`config.mk`:
```
export PLATFORM = sky130hd
export DESIGN_NAME = mult_argmax_sequencer_flat
export DESIGN_NICKNAME = d
export VERILOG_FILES = /design/src/rtl/mult_argmax_sequencer_if.sv /design/src/rtl/mult_argmax_sequencer.sv /design/src/flat_wrapper.sv
export SDC_FILE = /design/constraint.sdc
export NUM_CORES = 1
export LEC_CHECK = 0
export CORE_MARGIN = 1.5
export CORE_UTILIZATION = 45
export CTS_CLUSTER_DIAMETER = 150
export DETAILED_ROUTE_END_ITERATION = 10
export PLACE_DENSITY_LB_ADDON = 0.08
export RECOVER_POWER = 25
export SETUP_SLACK_MARGIN = 0.05
export SYNTH_ARGS = -nofsm -noshare
export SYNTH_HDL_FRONTEND = slang
export SYNTH_SLANG_ARGS = --single-unit
```
`constraint.sdc`:
```
create_clock -name clk -period 2.45 [get_ports clk]
set_input_delay 0.49 -clock clk [delete_from_list [all_inputs] [get_ports clk]]
set_output_delay 0.49 -clock clk [all_outputs]
set_load 0.03 [all_outputs]
```
`src/rtl/mult_argmax_sequencer_if.sv`:
```
// Sequencer bundle: start/result side plus the multiplier row handshake.
// slave is the sequencer; master is the multiplier/host environment.
interface mult_argmax_sequencer_if;
  logic        start;
  logic        done_row;
  logic [15:0] row_result;
  logic        overflow;
  logic [3:0]  row_select;
  logic        begin_mult;
  logic        busy;
  logic        result_valid;
  logic [3:0]  digit;
  logic [15:0] max_score;
  logic        overflow_seen;
  logic        timeout_err;

  modport master (
    output start, done_row, row_result, overflow,
    input  row_select, begin_mult, busy, result_valid,
    input  digit, max_score, overflow_seen, timeout_err
  );

  modport slave (
    input  start, done_row, row_result, overflow,
    output row_select, begin_mult, busy, result_valid,
    output digit, max_score, overflow_seen, timeout_err
  );
endinterface

```
`src/rtl/mult_argmax_sequencer.sv`:
```
// Walks the weight rows through the multiplier and keeps a signed argmax.
// Reports winning row, saturated score, overflow and watchdog status.
module mult_argmax_sequencer #(
  parameter int NUM_ROWS       = 10,
  parameter int TIMEOUT_CYCLES = 1023
) (
  input logic                    clk,
  input logic                    n_rst,
  mult_argmax_sequencer_if.slave bus
);

  localparam int WDW = $clog2(TIMEOUT_CYCLES + 1);
  localparam logic [3:0] LAST_ROW = 4'(NUM_ROWS - 1);
  localparam logic [WDW-1:0] WD_LAST = WDW'(TIMEOUT_CYCLES - 1);

  typedef enum logic [1:0] {
    IDLE,
    ISSUE,
    WAIT,
    FINISH
  } state_e;

  state_e           state_q, state_d;
  logic [3:0]       row_q, row_d;
  logic             first_q, first_d;
  logic [WDW-1:0]   wd_q, wd_d;
  logic [3:0]       digit_q, digit_d;
  logic [15:0]      max_q, max_d;
  logic             ovf_q, ovf_d;
  logic             tmo_q, tmo_d;
  logic [15:0]      score;
  logic             take;

  // Overflowed rows saturate positive so they always look strong.
  assign score = bus.overflow ? 16'h7FFF : bus.row_result;
  assign take  = first_q || ($signed(score) > $signed(max_q));

  always_ff @(posedge clk or negedge n_rst) begin
    if (!n_rst) begin
      state_q <= IDLE;
      row_q   <= '0;
      first_q <= 1'b1;
      wd_q    <= '0;
      digit_q <= '0;
      max_q   <= '0;
      ovf_q   <= 1'b0;
      tmo_q   <= 1'b0;
    end else begin
      state_q <= state_d;
      row_q   <= row_d;
      first_q <= first_d;
      wd_q    <= wd_d;
      digit_q <= digit_d;
      max_q   <= max_d;
      ovf_q   <= ovf_d;
      tmo_q   <= tmo_d;
    end
  end

  always_comb begin
    state_d = state_q;
    row_d   = row_q;
    first_d = first_q;
    wd_d    = wd_q;
    digit_d = digit_q;
    max_d   = max_q;
    ovf_d   = ovf_q;
    tmo_d   = tmo_q;
    unique case (state_q)
      IDLE: begin
        if (bus.start) begin
          state_d = ISSUE;
          row_d   = '0;
          first_d = 1'b1;
          ovf_d   = 1'b0;
          tmo_d   = 1'b0;
        end
      end
      ISSUE: begin
        wd_d    = '0;
        state_d = WAIT;
      end
      WAIT: begin
        wd_d = wd_q + WDW'(1);
        // A capture in the expiry cycle beats the watchdog.
        if (bus.done_row) begin
          if (take) begin
            max_d   = score;
            digit_d = row_q;
            first_d = 1'b0;
          end
          ovf_d = ovf_q | bus.overflow;
          if (row_q == LAST_ROW) begin
            state_d = FINISH;
          end else begin
            row_d   = row_q + 4'd1;
            state_d = ISSUE;
          end
        end else if (wd_q == WD_LAST) begin
          tmo_d   = 1'b1;
          state_d = FINISH;
        end
      end
      FINISH: begin
        state_d = IDLE;
      end
      default: begin
        state_d = IDLE;
      end
    endcase
  end

  assign bus.row_select    = row_q;
  assign bus.begin_mult    = (state_q == ISSUE);
  assign bus.busy          = (state_q != IDLE);
  assign bus.result_valid  = (state_q == FINISH);
  assign bus.digit         = digit_q;
  assign bus.max_score     = max_q;
  assign bus.overflow_seen = ovf_q;
  assign bus.timeout_err   = tmo_q;

endmodule

```
`src/flat_wrapper.sv`:
```
// flat-port wrapper written by rule: the top's interface ports become plain ports
module mult_argmax_sequencer_flat 
#(
  parameter int NUM_ROWS       = 10,
  parameter int TIMEOUT_CYCLES = 1023
)
  (clk, n_rst, bus_start, bus_done_row, bus_row_result, bus_overflow, bus_row_select, bus_begin_mult, bus_busy, bus_result_valid, bus_digit, bus_max_score, bus_overflow_seen, bus_timeout_err);
  mult_argmax_sequencer_if bus_i ();
  input logic clk;
  input logic n_rst;
  input wire logic [$bits(bus_i.start)-1:0] bus_start;
  input wire logic [$bits(bus_i.done_row)-1:0] bus_done_row;
  input wire logic [$bits(bus_i.row_result)-1:0] bus_row_result;
  input wire logic [$bits(bus_i.overflow)-1:0] bus_overflow;
  output wire logic [$bits(bus_i.row_select)-1:0] bus_row_select;
  output wire logic [$bits(bus_i.begin_mult)-1:0] bus_begin_mult;
  output wire logic [$bits(bus_i.busy)-1:0] bus_busy;
  output wire logic [$bits(bus_i.result_valid)-1:0] bus_result_valid;
  output wire logic [$bits(bus_i.digit)-1:0] bus_digit;
  output wire logic [$bits(bus_i.max_score)-1:0] bus_max_score;
  output wire logic [$bits(bus_i.overflow_seen)-1:0] bus_overflow_seen;
  output wire logic [$bits(bus_i.timeout_err)-1:0] bus_timeout_err;
  assign bus_i.start = bus_start;
  assign bus_i.done_row = bus_done_row;
  assign bus_i.row_result = bus_row_result;
  assign bus_i.overflow = bus_overflow;
  assign bus_row_select = bus_i.row_select;
  assign bus_begin_mult = bus_i.begin_mult;
  assign bus_busy = bus_i.busy;
  assign bus_result_valid = bus_i.result_valid;
  assign bus_digit = bus_i.digit;
  assign bus_max_score = bus_i.max_score;
  assign bus_overflow_seen = bus_i.overflow_seen;
  assign bus_timeout_err = bus_i.timeout_err;
  mult_argmax_sequencer #(.NUM_ROWS(NUM_ROWS), .TIMEOUT_CYCLES(TIMEOUT_CYCLES)) u_core (.clk(clk), .n_rst(n_rst), .bus(bus_i));
endmodule
```
---- Word level (Yosys, flattened, before mapping) ----
Index checks and enable logic that the tools add are counted.
operators by class
  shift-type cells ........................ 0
  $mul .................................... 0
  $add $sub $neg .......................... 2
  eq/ne operators ......................... 12
  multiplexer cells ....................... 21
  div/mod/pow operators ................... 0
  bitwise gates (word level) .............. 1
  reduce and logical (&&, ||, !) cells .... 11
  order comparisons ....................... 1
operators with widths
  cell                   number
  $pmux 10 s2            1
  $gt 16x16->1           1
  $mux 16                1
  $mux 4                 3
  $reduce_and 4->1       3
  $add 10x1->10 const B  1
  $eq 10x10->1 const B   1
  $mux 2                 4
  $ne 2x2->1 const B     4
  $pmux 2 s4             1
  $pmux 4 s2             1
  $mux 1                 7
  $pmux 1 s2             3
  $reduce_and 3->1       2
  $reduce_bool 2->1      3
  $add 4x1->4 const B    1
  $eq 2x2->1 const B     2
  $eq 4x4->1 const B     1
  $ne 2x1->1 const B     2
  $ne 3x2->1 const B     1
  $eq 2x1->1 const B     1
  $logic_not 2->1        1
  $reduce_and 2->1       1
  $logic_or 1x1->1       1
  $or 1x1->1             1
storage, ports and cells
  register bits ........................... 39
  output and inout bits ................... 29
  latch bits .............................. 0
  input port bits ......................... 21
  memory bits (writable) .................. 0
  memory bits (read-only) ................. 0
  memories kept ........................... 0

---- Logic depth before layout (Yosys ltp) ----
  depth after elaboration ................. 6
  mapped depth ............................ 10

---- Least setup slack after synthesis ----
OpenSTA, ideal clock, no wires.
  path type ............................... in2reg
  start ................................... input port bus_overflow
  end ..................................... register u_core.digit_q[0] (netlist: u_core.bus.digit[0])
  data arrival time ....................... 3.002 ns
  cell stages on the path ................. 10
  required time ........................... 2.325 ns
  path buffers ............................ 2
  path slack .............................. -0.677 ns
  setup time .............................. 0.125 ns
  cell sequence ........................... clkbuf_1 or2_2 ha_1 and3_4 a221oi_2 nor3_1 or4_1 a31oi_2 buf_6 mux2_4
on the way
  longest elaborated chain between the ends .. 4
RTL lines
  what                               line                         source
  start, declared                    flat_wrapper.sv:14           input wire logic [$bits(bus_i.overflow)-1:0] bus_overflow;
  $mux 16                            mult_argmax_sequencer.sv:35  assign score = bus.overflow ? 16'h7FFF : bus.row_result;
  named net u_core.score[7]          mult_argmax_sequencer.sv:31  logic [15:0] score;
  $gt 16x16->1                       mult_argmax_sequencer.sv:36  assign take = first_q || ($signed(score) > $signed(max_q));
  $logic_or 1x1->1                   mult_argmax_sequencer.sv:36
  $reduce_and 3->1 (no source line)  --
  end signal, assigned               mult_argmax_sequencer.sv:53  digit_q <= digit_d;
  end, declared                      mult_argmax_sequencer.sv:27  logic [3:0] digit_q, digit_d;
The timed path passes the listed nets, and every way through them passes these cells.
A chain may end at the register's enable or synchronous reset.

---- Worst setup path in the final report ----
  start ................................... input port bus_overflow
  end ..................................... register u_core.max_q[3] (netlist: u_core.bus.max_score[3])
on the way
  longest elaborated chain between the ends .. 4
RTL lines
  what                               line                         source
  $mux 16                            mult_argmax_sequencer.sv:35
  named net u_core.score[1]          mult_argmax_sequencer.sv:31
  $gt 16x16->1                       mult_argmax_sequencer.sv:36
  $logic_or 1x1->1                   mult_argmax_sequencer.sv:36
  $reduce_and 3->1 (no source line)  --
  end signal, assigned               mult_argmax_sequencer.sv:54  max_q <= max_d;
  end, declared                      mult_argmax_sequencer.sv:28  logic [15:0] max_q, max_d;
The timed path passes the listed nets, and every way through them passes these cells.

==> flow_metrics.tcl <==
set metrics [dict create \
    clk_pin_slew_worst_paths_ns 0.08 \
    pre_cts_slack_ns -1.052 \
    num_vias 2004 \
    intPower_w 0.002331 \
    final_common_cell "clkdlybuf4s50_1" \
    antenna_found_initial 0 \
    fin_crit_sh_pct 118.9 \
    hpwl_mm 3.752 \
    timing.fmax_ghz 0.3434 \
    die_h_um 76.58 \
    finClkSkew_ns 0.006494 \
    synth_compound_area_share_pct 10.79 \
    wl_mm 5.455 \
    synth-simple-area-share_pct 15.51 \
    start_kind "primary input" \
    violations "setup timing" \
    postSynthAreaPerCell_um2 10.19 \
    yosys_warnings 0 \
    async_flop_share_pct 100.0 \
    max_cap_viol_count 0 \
    p_switching_w 0.001713 \
    routedWlPerCell_um 13.95 \
    synth_top_family_by_area "simple AND/OR/NAND/NOR gates" \
    hold_path.class "in -> async" \
    io_buffers 49 \
    cellPowerDensity_nw_per_um2 1132 \
    die-area_um2 5864 \
    cts_buffer_depth 2 \
    tritoncts "yes" \
    pwr-share-comb_pct 63.5 \
    postLayoutSetupSlackWorst_ns -0.4623 \
    yosysUniqueCellTypes 42 \
    dpl.cell_count 375 \
    drc 0 \
    cts_buffers 5 \
    p_sw_share_pct 42.36 \
    synth_ff_type "dfrtp_1" \
    status "finished with violations" \
    drive_above_1_share_pct 32.71 \
    r2r.worst_path.cells 9 \
    syn_nets 284 \
    detail-route-antenna-nets 0 \
    rows 26 \
    grt_pass1_wl_mm 9.142 \
    root_buffer "clkbuf_8" \
    grt_pass1_vias 1893 \
    fp.dieW_um 76.58 \
    rsz0062_at_grt "yes" \
    synth_seq_cells 39 \
    seqPwrFrac_pct 25.5 \
    start_util_pct 47.10 \
    setup_viol 20 \
    total_power_w 0.004044 \
    worst_pin_slew_ns 1.005 \
    worstPathRequired_ns 2.64 \
    grt_usage_pct 19.63 \
    clockPowerShare_pct 11.0 \
    synth_edf_count 0 \
    cp_max_fo 7 \
    fp.coreArea_um2 5172 \
    firstDrtPassIters 5 \
    insertion_delay_ns 0.30 \
    syn-instance-count 239 \
    grt.overflow.total 0 \
    synth_area_um2 2436 \
    r2r_setup_slack_ns -0.17 \
    critPathKind "in -> reg" \
    finalWeightedCongestion 0.8038 \
    htree_levels 2 \
    final_core_util_pct 69.09 \
    finalCriticalPeriod_ns 2.912 \
    hold_violations 0 \
    drtIter0Drc 92 \
    fillers 402 \
    layout.cells.non_filler 391 \
    ys_seq_area_share_pct 40.11 \
    maxSlewViolCount 0 \
    rr_startpoint "u_core.bus.max_score[1]" \
    mostFrequentLayoutCells "40 x clkdlybuf4s50_1, 38 x dfrtp_1, 29 x inv_1" \
    synthMuxAreaShare_pct 12.94 \
    clock-sinks 39 \
    diodes 0 \
    nets 365 \
    area_growth_pct 46.69 \
    vias_per_cell 5.125 \
    ios 50 \
    arrival_ns 3.10 \
    postCtsHoldBufs 0 \
    end_kind "flip-flop" \
    ir_drop_mv 0.6283 \
    synthXorXnorAreaFrac_pct 2.157 \
    p_leak_nw 1.668 \
    rr_endpoint "u_core.bus.max_score[3]" \
    synthAdderAreaFrac_pct 12.33 \
    cp-startpoint "bus_overflow" \
    relSlewSlack_pct 33.02 \
    grt_max_degree 40 \
]
power by group through the flow:
stage	registers [W]	clock network, W	logic [W]
after detailed placement	0.00104	0	0.00239
after CTS	0.00103	0.000451	0.00252
after global placement	0.00104	0	0.00235
final	0.00103	0.000444	0.00257
after floorplan	0.00135	0	0.00122
after global routing	0.00106	0.000487	0.00280
cell usage after synthesis, types with 2 or more instances:
cell,instances,area share [%]
nor2_1,15,2.3
a21oi_1,9,1.8
ha_1,24,12
clkbuf_1,5,0.77
nand3_1,8,1.6
and4_1,2,0.72
inv_1,29,4.5
o21ai_0,12,2.5
mux2_4,19,12
nand4_1,5,1.3
mux2i_1,3,1.2
nor3_1,3,0.62
a21o_1,2,0.62
dfrtp_1,38,39
or2_2,15,3.9
nor2b_1,3,0.77
nand2_1,14,2.2
xor2_1,5,1.8
buf_6,2,0.92
a31oi_1,4,1.0
registers in the layout, summed over array words and instances, names as in the netlist:
signal and flops:
u_core.bus.max_score 16, u_core.wd_q 10, u_core.bus.digit 4, u_core.bus.row_select 4, u_core.state_q 2, u_core.bus.overflow_seen 1, u_core.bus.timeout_err 1, u_core.first_q 1
how the worst max path moves through the flow:
stage	to	slack, ns	cells after the start
after floorplan	u_core.bus.digit[0]	-0.34	10
after global placement	u_core.bus.max_score[6]	-0.99	10
after detailed placement	u_core.bus.max_score[2]	-1.05	11
after CTS	u_core.bus.max_score[2]	-0.41	12
after global routing	u_core.bus.max_score[2]	-0.52	12
final	u_core.bus.max_score[3]	-0.46	12
what timing repair did:
action / in CTS / in global routing
setup buffers: 5 / 3
gates resized for setup: 35 / 7
pin swaps: 25 / 8
endpoints found under the setup margin: 21 / 20
logic make-up (layout without fill, tap and decap cells):
logic type      Yosys count  after routing
compound gates           40             40
xor+xnor                  6              6
fa+ha+maj                24             24
buf+inv                  36            118
flops                    39             39
mux                      22             22
simple gates             72             72
critical path, stage by stage:
cell	delay, ns
buf_8	0.10
buf_6	0.12
buf_6	0.12
or2_4	0.24
ha_4	0.21
nor2b_4	0.11
o211ai_1	0.29
a2111oi_4	0.13
or4_4	0.54
a31oi_4	0.26
buf_6	0.19
mux2_4	0.30
cell type report:
type	count	area (µm²)	share of cell area, %
Clock inverter	3	20.02	0.5602
Tap cell	70	87.58	2.451
Sequential cell	39	977.2	27.35
Timing Repair Buffer	81	748.2	20.94
Clock buffer	5	68.82	1.926
Inverter	29	108.9	3.046
Multi-Input combinational cell	164	1563	43.73
layer usage:
layer / vias to the layer above / track usage (%) / wire [µm]
met5: - / 0 / 0
met4: 0 / 5.556 / 72
met3: 6 / 4.192 / 224
met2: 48 / 31.07 / 2621
met1: 962 / 27.08 / 2537
li1: 988 / - / -
per-stage QoR:
stage               hold slack, ns  setup TNS, ns  area, µm²
floorplan                   0.1944         -6.691       2566
global placement            0.4910         -19.40       3266
detailed placement          0.4920         -20.50       3266
CTS                         0.3463         -7.757       3517
global route                0.4344         -9.848       3573
finish                      0.3527         -8.851       3573
(Power assumes the default switching activity.)
